**config.mk**
```make
export PLATFORM = sky130hd
export DESIGN_NAME = alu_exec
export DESIGN_NICKNAME = d
export VERILOG_FILES = /design/src/rtl/alu_exec.sv
export SDC_FILE = /design/constraint.sdc
export NUM_CORES = 1
export LEC_CHECK = 0
export CORE_MARGIN = 2
export CORE_UTILIZATION = 45
export CTS_CLUSTER_SIZE = 10
export DETAILED_ROUTE_END_ITERATION = 7
export MAX_ROUTING_LAYER = met4
export PLACE_DENSITY_LB_ADDON = 0.3
export SYNTH_ARGS = -nofsm -noshare
export SYNTH_HDL_FRONTEND = slang
export SYNTH_SLANG_ARGS = --single-unit
```
**constraint.sdc**
```tcl
create_clock -name clk -period 2.6 [get_ports clk]
set_input_delay 0.26 -clock clk [delete_from_list [all_inputs] [get_ports clk]]
set_output_delay 0.26 -clock clk [all_outputs]
set_load 0.005 [all_outputs]
```
**src/rtl/alu_exec.sv**
```systemverilog
// alu_exec: multi-cycle ALU execute stage (logic ops in one cycle, MUL/DIV iterative); ALU_DIV_EN builds the divider
module alu_exec #(
    parameter int WIDTH = 4
) (
    input  logic             clk,
    input  logic             rst_n,
    input  logic             start,
    input  logic [2:0]       op,
    input  logic [WIDTH-1:0] data_outA,
    input  logic [WIDTH-1:0] data_outB,
    output logic             busy,
    output logic             done,
    output logic [WIDTH-1:0] data_result,
    output logic             carry,
    output logic             zero,
    output logic             overflow,
    output logic             err
);
    localparam int CW = $clog2(WIDTH) + 1;
    localparam logic [2:0] OP_ADD = 3'b000;
    localparam logic [2:0] OP_SUB = 3'b001;
    localparam logic [2:0] OP_AND = 3'b010;
    localparam logic [2:0] OP_OR  = 3'b011;
    localparam logic [2:0] OP_XOR = 3'b100;
    localparam logic [2:0] OP_SHL = 3'b101;
    localparam logic [2:0] OP_MUL = 3'b110;

    typedef enum logic [1:0] {IDLE, EXEC, ITER, DONE} state_t;

    state_t             state;
    logic [2:0]         op_q;
    logic [WIDTH-1:0]   a;
    logic [WIDTH-1:0]   b;
    logic [2*WIDTH-1:0] acc;
    logic [CW-1:0]      cnt;

    logic [WIDTH:0]     add_s;
    logic [WIDTH:0]     sub_s;
    logic [WIDTH-1:0]   ex_res;
    logic               ex_c;
    logic               ex_v;
    logic               ex_e;
    logic [WIDTH:0]     mul_s;
    logic [2*WIDTH-1:0] acc_nx;
    logic               iter_go;
    logic [WIDTH-1:0]   acc_init;
`ifdef ALU_DIV_EN
    logic [WIDTH:0]     div_r;
    logic [WIDTH:0]     div_d;
`endif

    // single-cycle result and flags from the latched operands
    always_comb begin
        add_s  = {1'b0, a} + {1'b0, b};
        sub_s  = {1'b0, a} - {1'b0, b};
        ex_res = '0;
        ex_c   = 1'b0;
        ex_v   = 1'b0;
        ex_e   = 1'b0;
        case (op_q)
            OP_ADD: begin
                ex_res = add_s[WIDTH-1:0];
                ex_c   = add_s[WIDTH];
                ex_v   = (a[WIDTH-1] == b[WIDTH-1]) && (add_s[WIDTH-1] != a[WIDTH-1]);
            end
            OP_SUB: begin
                ex_res = sub_s[WIDTH-1:0];
                ex_c   = sub_s[WIDTH];
                ex_v   = (a[WIDTH-1] != b[WIDTH-1]) && (sub_s[WIDTH-1] != a[WIDTH-1]);
            end
            OP_AND: ex_res = a & b;
            OP_OR:  ex_res = a | b;
            OP_XOR: ex_res = a ^ b;
            OP_SHL: begin
                ex_res = {a[WIDTH-2:0], 1'b0};
                ex_c   = a[WIDTH-1];
            end
            OP_MUL: ex_res = '0;
            default: begin
`ifdef ALU_DIV_EN
                ex_res = '1;
`else
                ex_res = '0;
`endif
                ex_e   = 1'b1;
            end
        endcase
    end

    // one shift/add (MUL) or shift/subtract (DIV) step; acc holds {high/remainder, low/quotient}
    always_comb begin
        mul_s  = {1'b0, acc[2*WIDTH-1:WIDTH]} + (acc[0] ? {1'b0, a} : '0);
        acc_nx = {mul_s, acc[WIDTH-1:1]};
`ifdef ALU_DIV_EN
        div_r  = {acc[2*WIDTH-1:WIDTH], acc[WIDTH-1]};
        div_d  = div_r - {1'b0, b};
        if (op_q != OP_MUL)
            acc_nx = div_d[WIDTH] ? {div_r[WIDTH-1:0], acc[WIDTH-2:0], 1'b0}
                                  : {div_d[WIDTH-1:0], acc[WIDTH-2:0], 1'b1};
        iter_go  = (op == OP_MUL) || (op != OP_MUL && op[2:1] == 2'b11 && |data_outB);
        acc_init = (op == OP_MUL) ? data_outB : data_outA;
`else
        iter_go  = (op == OP_MUL);
        acc_init = data_outB;
`endif
    end

    // control FSM with registered outputs; results only change on the edge that raises done
    always_ff @(posedge clk or negedge rst_n) begin
        if (!rst_n) begin
            state       <= IDLE;
            op_q        <= '0;
            a           <= '0;
            b           <= '0;
            acc         <= '0;
            cnt         <= '0;
            busy        <= 1'b0;
            done        <= 1'b0;
            data_result <= '0;
            carry       <= 1'b0;
            zero        <= 1'b0;
            overflow    <= 1'b0;
            err         <= 1'b0;
        end else begin
            done <= 1'b0;
            case (state)
                IDLE: if (start) begin
                    op_q  <= op;
                    a     <= data_outA;
                    b     <= data_outB;
                    acc   <= {{WIDTH{1'b0}}, acc_init};
                    cnt   <= '0;
                    busy  <= 1'b1;
                    state <= iter_go ? ITER : EXEC;
                end
                EXEC: begin
                    data_result <= ex_res;
                    carry       <= ex_c;
                    overflow    <= ex_v;
                    err         <= ex_e;
                    zero        <= (ex_res == '0);
                    busy        <= 1'b0;
                    done        <= 1'b1;
                    state       <= DONE;
                end
                ITER: begin
                    acc <= acc_nx;
                    cnt <= cnt + 1'b1;
                    if (cnt == CW'(WIDTH - 1)) begin
                        data_result <= acc_nx[WIDTH-1:0];
                        carry       <= 1'b0;
                        overflow    <= (op_q == OP_MUL) && (|acc_nx[2*WIDTH-1:WIDTH]);
                        err         <= 1'b0;
                        zero        <= (acc_nx[WIDTH-1:0] == '0);
                        busy        <= 1'b0;
                        done        <= 1'b1;
                        state       <= DONE;
                    end
                end
                default: state <= IDLE;
            endcase
        end
    end
endmodule

```
# ---- Word level (Yosys, flattened, before mapping)
# Cells that the tools add are included.
dict set report word_totals {
  reg_bits 34
  in_bits 14
  out_inout_bits 10
  wordCells 79
}
dict set report classes {
  reduce_logical 17
  bitwise 3
  n_mux 26
  n_addsub 4
  n_eq_ne 16
}
# operator count
set op_table {}
lappend op_table {{one-hot mux 4 bit (6 select lines)} 1}
lappend op_table {{one-hot mux 8 bit (2 select lines)} 1}
lappend op_table {{equality test 3 bit (second input constant)} 4}
lappend op_table {{one-hot mux 1 bit (2 select lines)} 6}
lappend op_table {{adder 4 x 4 -> 5 bit} 2}
lappend op_table {{equality test 3 x 2 -> 1 bit (second input constant)} 3}
lappend op_table {{logical NOT 4 bit} 2}
lappend op_table {{2-to-1 mux 4 bit} 2}
lappend op_table {{2-to-1 mux 8 bit} 1}
lappend op_table {{one-hot mux 4 bit (2 select lines)} 1}
lappend op_table {{AND reduction 2 bit} 4}
lappend op_table {{OR reduction 7 bit} 1}
lappend op_table {{2-to-1 mux 1 bit} 6}
lappend op_table {{2-to-1 mux 2 bit} 3}
lappend op_table {{one-hot mux 1 bit (3 select lines)} 2}
lappend op_table {{one-hot mux 2 bit (3 select lines)} 1}
lappend op_table {{one-hot mux 3 bit (2 select lines)} 1}
lappend op_table {{subtractor 4 x 4 -> 5 bit} 1}
lappend op_table {{bitwise AND 4 bit} 1}
lappend op_table {{inequality test 2 bit (second input constant)} 2}
lappend op_table {{OR 4 bit} 1}
lappend op_table {{nonzero test 2 bit} 2}
lappend op_table {{OR reduction 4 bit} 1}
lappend op_table {{bitwise XOR 4 bit} 1}
lappend op_table {{other kinds (12)} 16}

# ---- Longest topological paths before layout
# Gate-level depths: netlist (run 1).
dict set report depth {
  ltp_word 6
  ltp_mapped 9
  mapped_depth_nobuf 9
}

# ---- Worst setup path before layout (run 1)
# No wires, ideal clock.
dict set report synth_path {
  path_kind {register -> register}
  from {reg a[0]}
  to {reg data_result[1]}
  path_slack_ps 506
  arrival_time_ps 2011
  path_stages_with_launch 10
  period_less_slack_ps 2094
  n_path_buf 0
  required_ps 2517
  setup_ps 83
  path_cell_list {dfrtp_1 -> inv_1 -> ha_1 -> inv_1 -> fa_1 -> inv_1 -> mux4_1 -> o22ai_1 -> mux2i_1 -> o21ai_0}
}
dict set report synth_between {
  elab_chain_len 3
  elab_cells_between_ends 4
  classes_between {add/sub (2); mux (2)}
}
# item line
set synth_rtl {}
lappend synth_rtl {{from (decl)} 32} ;# logic [WIDTH-1:0] a;
lappend synth_rtl {{from (signal assigned)} 129} ;# a <= data_outA;
lappend synth_rtl {{subtractor 4 x 4 -> 5 bit / adder 4 x 4 -> 5 bit (equally long branches)} {55, 54}}
lappend synth_rtl {{one-hot mux 4 bit (6 select lines) *} 60} ;# case (op_q)
lappend synth_rtl {{one-hot mux 4 bit (2 select lines) *} 126} ;# case (state)
lappend synth_rtl {{to (signal assigned)} 137} ;# data_result <= ex_res;
lappend synth_rtl {{to (signal assigned)} 150} ;# data_result <= acc_nx[WIDTH-1:0];
lappend synth_rtl {{to (decl)} 13} ;# output logic [WIDTH-1:0] data_result,
# Every way passes the cells marked *; elsewhere a longest branch is shown, timed or not.
# A chain may end at the register's enable or synchronous reset.

# ---- Final worst setup path (run 1)
dict set report layout_path {
  from {reg a[1]}
  to {reg zero}
}
dict set report layout_between {
  elab_chain_len 4
  elab_cells_between_ends 8
  classes_between {add/sub (2); mux (2); bitwise (3); reduce/logical (1)}
}
# item line
set layout_rtl {}
lappend layout_rtl {{subtractor 4 x 4 -> 5 bit, or another cell as far along} 55} ;# sub_s = {1'b0, a} - {1'b0, b};
lappend layout_rtl {{one-hot mux 4 bit (6 select lines) *} 60}
lappend layout_rtl {{logical NOT 4 bit *} 141} ;# zero <= (ex_res == '0);
lappend layout_rtl {{one-hot mux 1 bit (2 select lines) *} 126}
lappend layout_rtl {{to (signal assigned)} 141}
lappend layout_rtl {{to (signal assigned)} 154} ;# zero <= (acc_nx[WIDTH-1:0] == '0);
lappend layout_rtl {{to (decl)} 15} ;# output logic zero,
# Marks and branches as above.

==> metrics.md, run 1 <==
| Metric | Value |
|---|---|
| Crit start category | `flop` |
| Syn_area_per_cell | `9.46 µm²` |
| R2R cell count | `7` |
| FMAX | `0.430 GHz` |
| Die Wd | `76.3 µm` |
| Top Ports | `24` |
| Drt drc | `0` |
| Met2 Use GR | `0.314` |
| Setup bufs post-CTS | `0` |
| Worst-path fanout max | `7` |
| Synth top area share | `0.361` |
| Fill cells | `482` |
| Psw | `1.73 mW` |
| Sequential area share after synthesis | `0.361` |
| Comb power frac | `0.607` |
| Synth Area in Adders | `0.142` |
| Yosys warns | `0` |
| Worst EP required | `2.79 ns` |
| Final slew viol count | `0` |
| Multi-input logic area | `1370 µm²` |
| Largest family of logic cells by synthesized area | `compound AO/OA/AOI/OAI gates` |
| DR iter-0 viols | `93` |
| Synth top area cells | `dfrtp_1 36%, ha_1 12%, mux2_2 5.7%, a21oi_1 4.3%, nor2_1 3.3%` |
| Die Span Y | `76.3 µm` |
| Leading register cell type out of synthesis | `dfrtp_1` |
| Cell area power density | `1400 nW/µm²` |
| Reg clk slew, reported paths | `0.07 ns` |
| Antenna violations before repair | `0` |
| H-Tree Depth | `2` |
| Routed wire length | `5130 µm` |
| Syn nets | `288` |
| Area leader, netlist | `dfrtp_1` |
| Post-synth EDFFs | `0` |
| Initial Util | `0.464` |
| Hold WS | `0.380 ns` |
| WL per Instance | `15.0 µm` |
| GR Layer Usage met3 | `0.0367` |
| Vias in the first global route | `1837` |
| Clock power share | `0.107` |
| Register Area | `851 µm²` |
| Post-synthesis compound-gate area fraction | `0.181` |
| Yosys cell types | `42` |
| ANT nets after route | `0` |
| Simple-Gate Fraction of Synth Area | `0.132` |
| Worst endpoint data arrival time | `2.51 ns` |
| Tmin final | `2.33 ns` |
| Final setup viols | `0` |
| Post-Route Skew | `0.00649 ns` |
| Area delta synth->final | `16.3%` |
| CTS tree | `yes` |
| Total chip power | `3.82 mW` |
| Final Hold Fails | `0` |
| Total of max-cap violations | `0` |
| Hpwl dp | `3830 µm` |
| Fin Setup TNS | `0 ns` |
| First-pass GRT wire length | `8840 µm` |
| Diode count | `0` |
| CP Launch Point | `a[1]` |
| Hold buffer count at CTS | `0` |
| CTS sink cnt | `34` |
| Core Rows | `26` |
| Post-layout util | `0.540` |
| GRT overflow | `0` |
| RD Place Congestion | `0.838` |
| Sequential power share | `0.286` |
| R2R Setup Slk | `0.27 ns` |
| Worst Setup EP | `zero` |
| Worst setup path class | `flop to flop` |
| Pin count of the biggest net entering global routing | `35` |
| HP Class | `primary input to async pin` |
| Number of port buffers | `23` |
| Pleak | `1.23 nW` |
| Core ar. | `5070 µm²` |
| Slowest cell on crit path | `dfrtp_1` |
| Post-synthesis xor/xnor area fraction | `0.0298` |
| Most frequent cells after synthesis | `34 x dfrtp_1, 22 x ha_1, 21 x nor2_1` |
| Syn Inst Count | `249` |
| Clk_lat worst skew | `0.29 ns` |
| Layout Cells excl Fill | `342` |
| Sw Ratio | `0.452` |
| CP endpoint kind | `flop` |
| Status | `finished clean` |
| GR peak layer | `met2` |
| DR vias | `1835` |
| Vias/cell | `5.37` |
| Asr flop ratio synth | `1.00` |
| Origin of the critical flop-to-flop path | `a[1]` |
| RSZ-0062 raised after global routing | `false` |
| Max Root-Sink Buffers | `2` |
| Worst flop-to-flop path endpoint | `zero` |
| Post-Synthesis Cell Area | `2350 µm²` |
| GR Layer Usage met1 | `0.251` |
| Placed cells | `334` |
| Crit-path cells | `inv_1 -> ha_1 -> a21o_1 -> a21oi_1 -> xor2_1 -> o221ai_1 -> o41ai_1` |
| Slew HR | `0.592` |
| DIE AREA | `5830 µm²` |
| Total GRT Usage | `0.196` |
| Inserted Clock Buffers | `5` |
| CTS Root Cell | `clkbuf_8` |
| Final critical-path share of the clock period | `0.895` |
| Max IR drop VDD | `0.000678 V` |
| P_int | `2.10 mW` |
| Most numerous cell in the Yosys netlist | `dfrtp_1` |
| Layout cells sized above 1 | `0.0919` |
| DRT Pass-1 Iters | `4` |
| FF+latch count, synth | `34` |
| Layout Nets | `310` |
| Max stage delay on crit path | `0.51 ns` |
| Mux cell area share after synthesis | `0.0940` |
| Worst Tran Pin Value | `0.613 ns` |
cells by family (layout without fill, tap and decap cells):
| logic type | count (synthesis) | in the layout |
|---|---|---|
| compound gates | 65 | 65 |
| simple gates | 65 | 65 |
| flops | 34 | 34 |
| buf+inv | 33 | 56 |
| fa+ha+maj | 25 | 25 |
| mux | 19 | 19 |
| xor+xnor | 8 | 8 |
cell usage in the layout (no fill, tap or decap), types with 3 or more instances in the layout:
cell | synthesis | routed
a211oi_1 | 3 | 3
a21o_1 | 4 | 4
a21oi_1 | 20 | 20
and2_1 | 5 | 5
buf_4 | 0 | 4
clkbuf_8 | 0 | 6
clkdlybuf4s50_1 | 0 | 23
dfrtp_1 | 34 | 34
fa_1 | 3 | 3
ha_1 | 22 | 22
inv_1 | 20 | 20
mux2_2 | 12 | 12
mux2i_1 | 6 | 6
nand2_1 | 20 | 20
nand2b_1 | 4 | 4
nor2_1 | 21 | 21
nor2b_1 | 4 | 4
o21ai_0 | 8 | 8
o221ai_1 | 4 | 4
o22ai_1 | 9 | 9
o31ai_1 | 4 | 4
xnor2_1 | 7 | 7
power by group through the flow:
stage / clock network (mW) / registers, mW / logic [mW]
6_report: 0.409 / 1.09 / 2.32
5_1_grt: 0.437 / 1.14 / 2.62
4_1_cts: 0.416 / 1.10 / 2.29
3_5_place_dp: 0 / 1.10 / 2.28
3_3_place_gp: 0 / 1.09 / 2.22
2_1_floorplan: 0 / 0.964 / 1.83
metal layers:
layer  part of all wire  routed length (µm)  vias to the layer above
met3              0.038                 196                        7
met1               0.48                2450                      874
li1                   -                   -                      922
met2               0.47                2390                       32
met4              0.020                 101                        0
met5                  0                   0                        -
worst min path at each step:
stage | startpoint | to | depth (start not counted)
after floorplan | rst_n | a[0] | 0
after global placement | data_result[2] | data_result[2] | 1
after detailed placement | err | err | 2
after CTS | rst_n | acc[5] | 2
after global routing | rst_n | state[0] | 2
final | rst_n | acc[5] | 2
through the flow:
stage          area [µm²]  setup slack, ns
2_1_floorplan        2350            0.506
3_3_place_gp         2640            0.305
3_5_place_dp         2640            0.274
4_1_cts              2730            0.255
5_1_grt              2740           0.0472
6_report             2740            0.272
critical path, delay by kind of cell (launching register included):
family                     cells  cell delay [ns]
xor gates and xnor gates       1             0.18
DFF                            1             0.51
buffers and inverters          1             0.13
AOI/OAI and AO/OA              4             1.08
adders and majority gates      1             0.34
timing repair:
action                     in CTS  in global routing
setup endpoints to repair       0                  1
resized for setup               0                  1
hold endpoints to repair        0                  0
flip-flops by register name (all words and copies together), names as in the netlist:
| name | cells |
|---|---|
| zero | 1 |
| state | 2 |
| overflow | 1 |
| acc | 8 |
| b | 4 |
| carry | 1 |
| busy | 1 |
| op_q | 3 |
| a | 4 |
| err | 1 |
| data_result | 4 |
| cnt | 3 |
| done | 1 |
area by class of cell:
type                       instances  share of cell area
tap                               70              0.0320
multi-input combinational        182               0.500
sequential                        34               0.311
timing repair buffer              27              0.0950
clock inverter                     1             0.00183
clock buffer                       7              0.0315
inverter                          21              0.0288
Note: power is estimated with default switching activity, not from simulation.
==> run 2: changes to the inputs <==
--- a/config.mk
+++ b/config.mk
@@ -6,7 +6,7 @@
 export NUM_CORES = 1
 export LEC_CHECK = 0
 export CORE_MARGIN = 2
-export CORE_UTILIZATION = 45
+export CORE_UTILIZATION = 50
 export CTS_CLUSTER_SIZE = 10
 export DETAILED_ROUTE_END_ITERATION = 7
 export MAX_ROUTING_LAYER = met4
==> metrics.md, run 2 (synthesis results as in run 1) <==
| Metric | Value |
|---|---|
| Status | `finished clean` |
| WL per Instance | `15.5 µm` |
| Final slew viol count | `0` |
| Total of max-cap violations | `0` |
| Slowest cell on crit path | `dfrtp_1` |
| Final critical-path share of the clock period | `0.923` |
| CP most frequent cell | `inv_1` |
| Max Root-Sink Buffers | `2` |
| CP top delay family | `compound AO/OA/AOI/OAI gates` |
| Multi-input logic area | `1360 µm²` |
| Area delta synth->final | `15.7%` |
| Worst-path fanout max | `5` |
| First-pass GRT wire length | `8890 µm` |
| Antenna violations before repair | `0` |
| Die Wd | `72.6 µm` |
| Commonest non-fill, non-tap cell in the layout | `dfrtp_1` |
| Vias in the first global route | `1901` |
| Clk_lat worst skew | `0.30 ns` |
| Placed cells | `318` |
| R2R cell count | `9` |
| Crit start category | `flop` |
| FMAX | `0.417 GHz` |
| Worst Tran Pin Value | `0.631 ns` |
| Die Span Y | `72.6 µm` |
| Fill cells | `409` |
| Pleak | `1.24 nW` |
| DR iter-0 viols | `148` |
| ANT nets after route | `0` |
| Post-layout util | `0.613` |
| Commonest cells after routing, fill and taps aside | `34 x dfrtp_1, 23 x clkdlybuf4s50_1, 22 x ha_1` |
| Pin count of the biggest net entering global routing | `35` |
| Layout Cells excl Fill | `326` |
| Fin Setup TNS | `0 ns` |
| H-Tree Depth | `2` |
| Max stage delay on crit path | `0.42 ns` |
| Post-DP Area | `2630 µm²` |
| DR vias | `1897` |
| Worst endpoint data arrival time | `2.58 ns` |
| GRT overflow | `0` |
| CTS Root Cell | `clkbuf_8` |
| Inserted Clock Buffers | `5` |
| Number of port buffers | `23` |
| Core Rows | `24` |
| Layout cells sized above 1 | `0.0949` |
| DRT Pass-1 Iters | `4` |
| Diode count | `0` |
| Reg with most FFs | `acc` |
| DIE AREA | `5270 µm²` |
| Final setup viols | `0` |
| CTS tree | `yes` |
| Final Hold Fails | `0` |
| Max IR drop VDD | `0.000699 V` |
| Gates resized, CTS repair | `0` |
| Top Ports | `24` |
| Largest register FFs | `8` |
| Final instance area | `2730 µm²` |
| CP endpoint kind | `flop` |
| Total GRT Usage | `0.226` |
| Worst EP required | `2.78 ns` |
| Worst setup path class | `flop to flop` |
| Cell area power density | `1410 nW/µm²` |
| Slew HR | `0.579` |
| Register Area | `851 µm²` |
| Critical path depth | `9` |
| RD Place Congestion | `0.820` |
| Reg clk slew, reported paths | `0.08 ns` |
| CTS sink cnt | `34` |
| Tmin final | `2.40 ns` |
| Worst Path Buf+Inv | `2` |
| RSZ-0062 raised after global routing | `false` |
| HP Class | `primary input to async pin` |
| Hold buffer count at CTS | `0` |
| Initial Util | `0.530` |
| Drt drc | `0` |
| Vias/cell | `5.82` |
| Core ar. | `4440 µm²` |
| Post-Route Skew | `0.0126 ns` |
| Routed wire length | `5060 µm` |
| Crit-path cells | `inv_1 -> ha_1 -> inv_1 -> fa_1 -> mux2i_1 -> xnor2_1 -> a221oi_1 -> nand2_1 -> o41ai_1` |
| Hpwl dp | `3880 µm` |
| Layout Nets | `312` |
| Setup bufs post-CTS | `0` |
-- run 2: power by group --
part | switching (mW) | leakage (nW) | total, mW | internal [mW]
Combinational | 1.22 | 0.776 | 2.34 | 1.12
Clock | 0.195 | 0.0482 | 0.408 | 0.214
Sequential | 0.304 | 0.418 | 1.08 | 0.781
-- run 2: final cells by class --
cell class,count,share of cell area
multi-input cells,182,0.500
flip-flops and latches,34,0.312
repair buffers,29,0.101
clock buffers,7,0.0317
inverters,21,0.0289
well taps,52,0.0239
clock inverters,1,0.00184
-- run 2: worst paths after layout --
check	slack [ns]	from	end
worst max-delay path	0.20	a[0]	zero
worst min-delay path	0.36	rst_n	err
worst max register to register	0.20	a[0]	zero
worst min register to register	0.47	data_result[2]	data_result[2]
max in group asynchronous	1.91	rst_n	op_q[0]
min in group clk	0.47	data_result[2]	data_result[2]
-- run 2: per-layer routing --
layer | part of all wire | GRT usage | routed length (µm) | vias to the layer above
li1 | - | - | - | 931
met1 | 0.47 | 0.299 | 2380 | 896
met2 | 0.46 | 0.346 | 2310 | 58
met3 | 0.048 | 0.0414 | 242 | 12
met4 | 0.025 | 0.0844 | 127 | 0
met5 | 0 | - | 0 | -
-- run 2: per-stage QoR --
| step | power, mW | hold slack (ns) | setup slack [ns] |
|---|---|---|---|
| 6_report | 3.83 | 0.359 | 0.200 |
| 5_1_grt | 4.21 | 0.411 | 0.0569 |
| 4_1_cts | 3.83 | 0.395 | 0.229 |
| 3_5_place_dp | 3.41 | 0.465 | 0.262 |
| 3_3_place_gp | 3.35 | 0.464 | 0.330 |
| 2_1_floorplan | 2.80 | -0.0356 | 0.506 |
-- run 2: worst register-to-register path: stages, from the launching register on --
cell and delay [ns]:
dfrtp_1 0.42, inv_1 0.10, ha_1 0.19, inv_1 0.06, fa_1 0.40, mux2i_1 0.20, xnor2_1 0.09, a221oi_1 0.40
nand2_1 0.11, o41ai_1 0.32
